`config.mk`:
```
export PLATFORM = sky130hd
export DESIGN_NAME = bias_startup_ctrl
export DESIGN_NICKNAME = d
export VERILOG_FILES = /design/src/rtl/bias_startup_ctrl.sv
export SDC_FILE = /design/constraint.sdc
export NUM_CORES = 1
export LEC_CHECK = 0
export ABC_AREA = 1
export BUFFER_PORTS_ARGS = -buffer_cell sky130_fd_sc_hd__buf_4
export CAP_MARGIN = 10
export CORE_MARGIN = 8
export CORE_UTILIZATION = 30
export CTS_CLUSTER_SIZE = 8
export DETAILED_ROUTE_END_ITERATION = 7
export SYNTH_ARGS = -nofsm -noshare
export SYNTH_HDL_FRONTEND = slang
export SYNTH_SLANG_ARGS = --single-unit
```
`constraint.sdc`:
```
create_clock -name CLK_I -period 1.7 [get_ports CLK_I]
set_clock_uncertainty 0.05 [all_clocks]
set_input_delay 0.51 -clock CLK_I [delete_from_list [all_inputs] [get_ports CLK_I]]
set_output_delay 0.51 -clock CLK_I [all_outputs]
set_load 0.01 [all_outputs]
```
`src/rtl/bias_startup_ctrl.sv`:
```
// Control sequencer for the EG1D80V bias/bandgap cell: startup pulse,
// trim capture, valid qualification, VBIAS grant and fault reporting.
module bias_startup_ctrl #(
  parameter int STARTUP_CYCLES = 64,
  parameter int SETTLE_CYCLES  = 256,
  parameter int TIMEOUT_CYCLES = 1024,
  parameter int CNT_W          = 11
) (
  input  logic       CLK_I,
  input  logic       RST_N_I,
  input  logic       REQ_I,
  input  logic       VBIAS_REQ_I,
  input  logic [3:0] TRIM_BIAS_CFG_I,
  input  logic [4:0] TRIM_CURV_CFG_I,
  input  logic [4:0] TRIM_VBG_CFG_I,
  input  logic       BG_VALID_N_I,
  output logic       EN_O,
  output logic       BG_STARTUP_O,
  output logic       EN_VBIAS_O,
  output logic [3:0] TRIM_BIAS_O,
  output logic [4:0] TRIM_CURV_O,
  output logic [4:0] TRIM_VBG_O,
  output logic       READY_O,
  output logic       FAULT_O,
  output logic [2:0] STATE_O
);

  typedef enum logic [2:0] {
    stOff     = 3'd0,
    stStartup = 3'd1,
    stSettle  = 3'd2,
    stReady   = 3'd3,
    stFault   = 3'd4
  } stateT;

  localparam logic [CNT_W-1:0] cntOne =
    CNT_W'(1);
  localparam logic [CNT_W-1:0] startupLast =
    CNT_W'(STARTUP_CYCLES - 1);
  localparam logic [CNT_W-1:0] stableLast =
    CNT_W'(SETTLE_CYCLES - 1);
  localparam logic [CNT_W-1:0] timeoutLast =
    CNT_W'(TIMEOUT_CYCLES - 1);

  stateT            state;
  stateT            stateNxt;
  logic [CNT_W-1:0] cnt;
  logic [CNT_W-1:0] cntNxt;
  logic [CNT_W-1:0] stabCnt;
  logic [CNT_W-1:0] stabNxt;
  logic             vnMeta;
  logic             vnS;
  logic             stableDone;
  logic             timedOut;
  logic             enNxt;
  logic             startupNxt;
  logic             readyNxt;
  logic             faultNxt;
  logic             vbiasNxt;

  // Valid flag is asynchronous; resets to invalid.
  always_ff @(posedge CLK_I or negedge RST_N_I) begin
    if (!RST_N_I) begin
      vnMeta <= 1'b1;
      vnS    <= 1'b1;
    end else begin
      vnMeta <= BG_VALID_N_I;
      vnS    <= vnMeta;
    end
  end

  assign stableDone = !vnS && (stabCnt == stableLast);
  assign timedOut   = (cnt == timeoutLast);

  always_comb begin
    stateNxt = state;
    cntNxt   = '0;
    stabNxt  = '0;
    unique case (state)
      stOff: begin
        if (REQ_I) stateNxt = stStartup;
      end
      stStartup: begin
        cntNxt = cnt + cntOne;
        if (cnt == startupLast) stateNxt = stSettle;
      end
      stSettle: begin
        cntNxt  = cnt + cntOne;
        stabNxt = vnS ? '0 : stabCnt + cntOne;
        // A tie between stability and timeout resolves to READY.
        if (stableDone) stateNxt = stReady;
        else if (timedOut) stateNxt = stFault;
      end
      stReady: begin
        if (vnS) stateNxt = stFault;
      end
      stFault: begin
        stateNxt = stFault;
      end
      default: begin
        stateNxt = stOff;
      end
    endcase
    if (!REQ_I) stateNxt = stOff;
    // Every state entry restarts both counters from zero.
    if (stateNxt != state) begin
      cntNxt  = '0;
      stabNxt = '0;
    end
  end

  always_comb begin
    enNxt      = 1'b0;
    startupNxt = 1'b0;
    readyNxt   = 1'b0;
    faultNxt   = 1'b0;
    vbiasNxt   = 1'b0;
    unique case (1'b1)
      (stateNxt == stStartup): begin
        enNxt      = 1'b1;
        startupNxt = 1'b1;
      end
      (stateNxt == stSettle): begin
        enNxt = 1'b1;
      end
      (stateNxt == stReady): begin
        enNxt    = 1'b1;
        readyNxt = 1'b1;
        vbiasNxt = VBIAS_REQ_I;
      end
      (stateNxt == stFault): begin
        faultNxt = 1'b1;
      end
      default: begin
        enNxt = 1'b0;
      end
    endcase
  end

  always_ff @(posedge CLK_I or negedge RST_N_I) begin
    if (!RST_N_I) begin
      state   <= stOff;
      cnt     <= '0;
      stabCnt <= '0;
    end else begin
      state   <= stateNxt;
      cnt     <= cntNxt;
      stabCnt <= stabNxt;
    end
  end

  // Outputs are registered from the next state so they align with STATE_O.
  always_ff @(posedge CLK_I or negedge RST_N_I) begin
    if (!RST_N_I) begin
      EN_O         <= 1'b0;
      BG_STARTUP_O <= 1'b0;
      EN_VBIAS_O   <= 1'b0;
      READY_O      <= 1'b0;
      FAULT_O      <= 1'b0;
    end else begin
      EN_O         <= enNxt;
      BG_STARTUP_O <= startupNxt;
      EN_VBIAS_O   <= vbiasNxt;
      READY_O      <= readyNxt;
      FAULT_O      <= faultNxt;
    end
  end

  // Trims track the config only while the cell is off.
  always_ff @(posedge CLK_I or negedge RST_N_I) begin
    if (!RST_N_I) begin
      TRIM_BIAS_O <= '0;
      TRIM_CURV_O <= '0;
      TRIM_VBG_O  <= '0;
    end else if (state == stOff) begin
      TRIM_BIAS_O <= TRIM_BIAS_CFG_I;
      TRIM_CURV_O <= TRIM_CURV_CFG_I;
      TRIM_VBG_O  <= TRIM_VBG_CFG_I;
    end
  end

  assign STATE_O = state;

endmodule

```
Word level (Yosys, flattened, before mapping). Cells that the tools add are included.

Eq/ne operators: 12. Add/subtract/negate cells: 2. Muxes and demuxes: 16. Reductions and logical operators: 5.

Operator list (number): 11-bit 2-to-1 mux (5); 11-bit by 1-bit adder with 11-bit output (second input constant) (2); 3-bit 2-to-1 mux (5); 3-bit one-hot mux with 5 select lines (1); 3-bit by 2-bit equality test with 1-bit output (second input constant) (4); 11-bit by 10-bit equality test with 1-bit output (second input constant) (1); 11-bit by 6-bit equality test with 1-bit output (second input constant) (1); 11-bit by 8-bit equality test with 1-bit output (second input constant) (1); 3-bit by 1-bit equality test with 1-bit output (second input constant) (2); 3-bit equality test (second input constant) (2); 1-bit 2-to-1 mux (5); 3-bit logical NOT (1); 3-bit != test (1); 3-bit OR reduction (1); 2-bit OR reduction (1); 1-bit logical AND (1); 1-bit logical NOT (1).

Register bits: 46. Input port bits: 19. Logic and storage cells: 48.

Longest topological paths before layout.
Depth in word-level cells: 8. Depth in mapped cells: 14.

Worst setup path before layout. Ideal clock, no wire load.

Kind: register -> register. Start point: reg cnt[0]. End point: reg stabCnt[9]. Cell stages (with the launch flop): 14. Setup time: 0.123 ns. Buffers on the path: 1. Data required time: 1.527 ns. Path slack: 0.004 ns. Arrival: 1.523 ns. Cells stage by stage: dfrtp_1 > ha_1 > nand3_1 > nor2_2 > nand3_1 > nand2_1 > inv_2 > nand2_2 > nand2_2 > nand2_1 > nand2_1 > nand3_4 > buf_6 > nor2_2.

Cells in the longest elaborated chain, start to end: 7. Elaborated cells between the ends (all ways): 9. Classes of those cells: eq/ne: 3; mux: 6.

Ends and longest elaborated chain: start, declared (RTL line 47) `logic [CNT_W-1:0] cnt;`; start signal, assigned (RTL line 147) `cnt <= cntNxt;`; 11-bit by 10-bit equality test with 1-bit output (RTL line 73) `assign timedOut = (cnt == timeoutLast);`; 3-bit 2-to-1 mux (RTL line 92) `else if (timedOut) stateNxt = stFault;`; 3-bit 2-to-1 mux (RTL line 91) `if (stableDone) stateNxt = stReady;`; 3-bit one-hot mux with 5 select lines * (RTL line 79) `unique case (state)`; 3-bit 2-to-1 mux * (RTL line 104) `if (!REQ_I) stateNxt = stOff;`; 3-bit != test * (RTL line 106) `if (stateNxt != state) begin`; 11-bit 2-to-1 mux * (RTL line 106); named net stabNxt[9] (RTL line 50) `logic [CNT_W-1:0] stabNxt;`; end signal, assigned (RTL line 148) `stabCnt <= stabNxt;`; end, declared (RTL line 49) `logic [CNT_W-1:0] stabCnt;`.

The timed path passes the listed nets; every way through them passes the cells marked *. A chain may end at the register's enable or synchronous reset.

Worst setup path after layout.
Start point: reg cnt[0]. End point: reg cnt[6].

Cells in the longest elaborated chain, start to end: 7. Elaborated cells between the ends (all ways): 11. Classes of those cells: add/sub: 1; eq/ne: 3; mux: 7.

Ends and longest elaborated chain: 11-bit by 10-bit equality test with 1-bit output (RTL line 73); 3-bit 2-to-1 mux (RTL line 92); 3-bit 2-to-1 mux (RTL line 91); 3-bit one-hot mux with 5 select lines (RTL line 79); 3-bit 2-to-1 mux (RTL line 104); 3-bit != test (RTL line 106); 11-bit 2-to-1 mux * (RTL line 106); named net cntNxt[6] (RTL line 48) `logic [CNT_W-1:0] cntNxt;`.

Marks and branches as above.

==> implementation parameters <==
Parameter                              Value

Outcome
  Result of the run ... complete, but fails checks
  Violated checks ... setup timing

Floorplanning
  Die H ... 102 um
  DIE AREA ... 10500 um^2
  IO Pins ... 41
  Row cnt ... 31
  Placeable core region ... 7250 um^2
  Starting Density ... 0.309
  Chip width ... 102 um

Clock network
  Clock transition at the register clock pins on the worst setup and hold paths after CTS ... 90 ps
  Largest buffer count on any clock path ... 2
  Worst-Skew Late Latency ... 300 ps
  CTS root buffer ... clkbuf_8
  Number of hold buffers added after CTS ... 0
  Clock net sink count ... 46
  Number of CTS-inserted buffers ... 5
  Deepest level of the CTS H-tree ... 2
  Clock tree from TritonCTS ... built

Power and ir drop
  Internal power of the cells ... 1760 uW
  Largest vdd supply drop ... 0.435 mV
  Power share of the clock group ... 0.351
  Sequential share of power ... 0.501
  Areal power density over the cells ... 739 nW/um^2
  Static power due to leakage ... 0.00148 uW
  Switching Share ... 0.247
  Net Switching ... 578 uW
  Part of the total power dissipated in combinational logic ... 0.148

Yosys
  Sequential cell area fraction in the yosys report ... 0.515
  FF+latch count, synth ... 46
  Syn_nets ... 256
  Area of the mapped netlist ... 2240 um^2
  Post-synthesis async set-or-reset flop share ... 1.00
  Count of unique library cells instantiated by Yosys ... 33
  Post-synth top flop ... dfrtp_1
  Post-synth EDFFs ... 0
  Post-synthesis cell count ... 235
  Average cell area after synthesis ... 9.54 um^2
  Yosys warning total ... 0

Worst setup path
  Critical setup path kind ... reg -> reg
  Length in cells of the worst reg-to-reg path ... 14
  Endpoint class of the critical path ... register
  Setup crit start ... cnt[0]
  Crit path required time ... 1890 ps
  Worst-path maximum fanout ... 8
  Critical Path Start Type ... register
  Launch instance of the worst register-to-register path ... cnt[0]
  Critical Path AT ... 2030 ps

Layout
  Final core area utilization ... 0.436
  P&R area growth vs syn ... 40.9%
  Count of antenna diodes in the layout ... 0
  Number of nets in the layout ... 335
  Proportion of layout cells with a drive suffix above 1 ... 0.505
  Number of fill cells in the layout ... 736

Detailed routing
  Per-cell routed wire length ... 12.7 um
  ANT nets after route ... 0
  Routed wire length ... 5.24 mm
  Via count ... 1843
  Via/cell ratio ... 4.45
  Iteration count of the initial detailed-routing pass ... 4
  Detailed router's first-iteration violation count ... 89
  Drc violations ... 0

STA
  Setup_tns ... -2920 ps
  Final hold violation count ... 0
  Transition at the pin with the smallest max-transition slack ... 600 ps
  Maximum clock rate ... 544 MHz
  Unrepaired setup endpoints after global routing ... true
  Part of the cycle the worst path needs ... 1.08
  Final Max Slew Viols ... 0
  Post-route worst setup slack ... -139 ps
  Final min period ... 1840 ps
  Worst slew margin relative to its limit ... 0.600
  Final setup violation count ... 23

Global routing
  All-layer global routing usage ... 0.108
  Vias in the first global route ... 1944
  Maximum number of pins on one net before global-route repair ... 47
  Met2 usage ... 0.187
  Busiest layer in global routing ... met2
  Overflow left after global routing ... 0
  Global Route met3 Usage ... 0.0293
  Antenna violations before repair ... 0
  GR Layer Usage met1 ... 0.122
  First-pass GRT wire length ... 8.97 mm

Flow run
  # Max-Cap Violations ... 0

Placement
  Global placement routability congestion ... 0.803
  Hpwl dp ... 3.65 mm
  Number of I/O port buffers ... 40

Worst hold path
  Class of the tightest hold or removal check ... in -> async
path summary, 6_finish.rpt:
| path | endpoint | slack (ps) |
|---|---|---|
| min in group CLK_I | vnMeta | 260 |
| min reg2reg | vnS | 310 |
| max in group asynchronous | cnt[8] | 1040 |
| max | cnt[6] | -140 |
| min | stabCnt[10] | 160 |
| max reg2reg | cnt[6] | -140 |
routing by layer:
| metal | routed length, um | vias up |
|---|---|---|
| met1 | 2350 | 901 |
| met4 | 73 | 0 |
| met5 | 0 | - |
| met3 | 191 | 6 |
| li1 | - | 909 |
| met2 | 2630 | 27 |
state kept, by name, indices dropped and copies added, names as in the netlist:
name and count:
TRIM_CURV_O 5, EN_O 1, TRIM_VBG_O 5, cnt 11
EN_VBIAS_O 1, TRIM_BIAS_O 4, STATE_O 3, READY_O 1
stabCnt 11, vnMeta 1, FAULT_O 1, BG_STARTUP_O 1
vnS 1
critical path, stage by stage (launching register included):
cell and delay [ps]:
dfrtp_1 360, ha_2 220, nand2_2 80, nor2_4 110
nand3_2 110, nand2_2 70, nand2_1 40, nand2_1 60
nand2_2 80, nand2_2 70, nand2_2 50, nand2_2 80
nand3_4 130, buf_12 180, nor2_2 70
what timing repair did:
action,4_1_cts,5_1_grt
cloned,1,0
setup buffers,5,6
endpoints found under the setup margin,21,27
hold endpoints to repair,0,0
pin swaps,5,8
gates resized for setup,19,6
cell families (layout without fill, tap and decap cells):
logic type,after synthesis,count (layout),share of synthesized area
flip-flops,46,46,0.515
AO/OA/AOI/OAI,14,14,0.0396
adder cells (fa/ha/maj),2,2,0.0112
XOR/XNOR,2,2,0.00781
multiplexers,14,14,0.0703
buffers and inverters,31,111,0.0591
AND/OR/NAND/NOR,126,126,0.297
power by group through the flow:
stage               registers (uW)  logic [uW]  clock network [uW]
detailed placement            1190         316                   0
global placement              1190         311                   0
finish                        1170         346                 820
floorplan                     1210         124                   0
global route                  1180         374                 876
CTS                           1170         344                 846
Yosys cell counts (2+ instances only):
cell type  count  area share
nand2_2        8       0.022
nand4_1        4       0.011
nor2_2        22       0.061
or2_2          5       0.014
mux2_2        14       0.070
inv_2          4      0.0067
nor2_1        13       0.022
dfstp_2        2       0.023
o21bai_1       2      0.0067
nor3_2         3       0.013
nand3_1       19       0.042
nor3_1         2      0.0045
nand2_1       41       0.069
inv_1         22       0.037
o21ai_0        6       0.013
xor2_1         2      0.0078
nand3_2        2      0.0089
buf_6          2       0.010
nand3b_1       3       0.010
clkbuf_1       2      0.0033
ha_1           2       0.011
dfrtp_1       44        0.49
area by class of cell:
cell class	instances	area, um^2	area share
Clock buffer	5	68.8	0.0218
Sequential cell	46	1150	0.365
Clock inverter	3	45.0	0.0143
Tap cell	99	124	0.0392
Timing Repair Buffer	77	614	0.194
Inverter	26	97.6	0.0309
Multi-Input combinational cell	158	1060	0.334
cells in the final DEF, fill, tap and decap left out, types with 2 or more instances in the layout:
| master | n |
|---|---|
| buf_4 | 74 |
| clkbuf_8 | 5 |
| clkinvlp_4 | 2 |
| dfrtp_1 | 44 |
| dfstp_2 | 2 |
| inv_1 | 22 |
| inv_2 | 4 |
| mux2_2 | 14 |
| nand2_1 | 37 |
| nand2_2 | 12 |
| nand3_1 | 17 |
| nand3_2 | 3 |
| nand3_4 | 2 |
| nand3b_1 | 3 |
| nand4_1 | 4 |
| nor2_1 | 10 |
| nor2_2 | 16 |
| nor2_4 | 10 |
| nor3_1 | 2 |
| nor3_2 | 3 |
| o21ai_0 | 6 |
| o21bai_1 | 2 |
| or2_2 | 5 |
| xor2_1 | 2 |
per-stage QoR:
| step | cell area [um^2] | setup slack [ps] | total power [uW] | std cells | hold WS (ps) |
|---|---|---|---|---|---|
| 2_1_floorplan | 2240 | 3.84 | 1330 | 235 | 164 |
| 3_3_place_gp | 2840 | -122 | 1500 | 395 | 296 |
| 3_5_place_dp | 2840 | -123 | 1510 | 395 | 299 |
| 4_1_cts | 3100 | -134 | 2360 | 409 | 182 |
| 5_1_grt | 3160 | -283 | 2430 | 414 | 220 |
| 6_report | 3160 | -139 | 2330 | 414 | 158 |
Note: power is estimated with default switching activity, not from simulation.
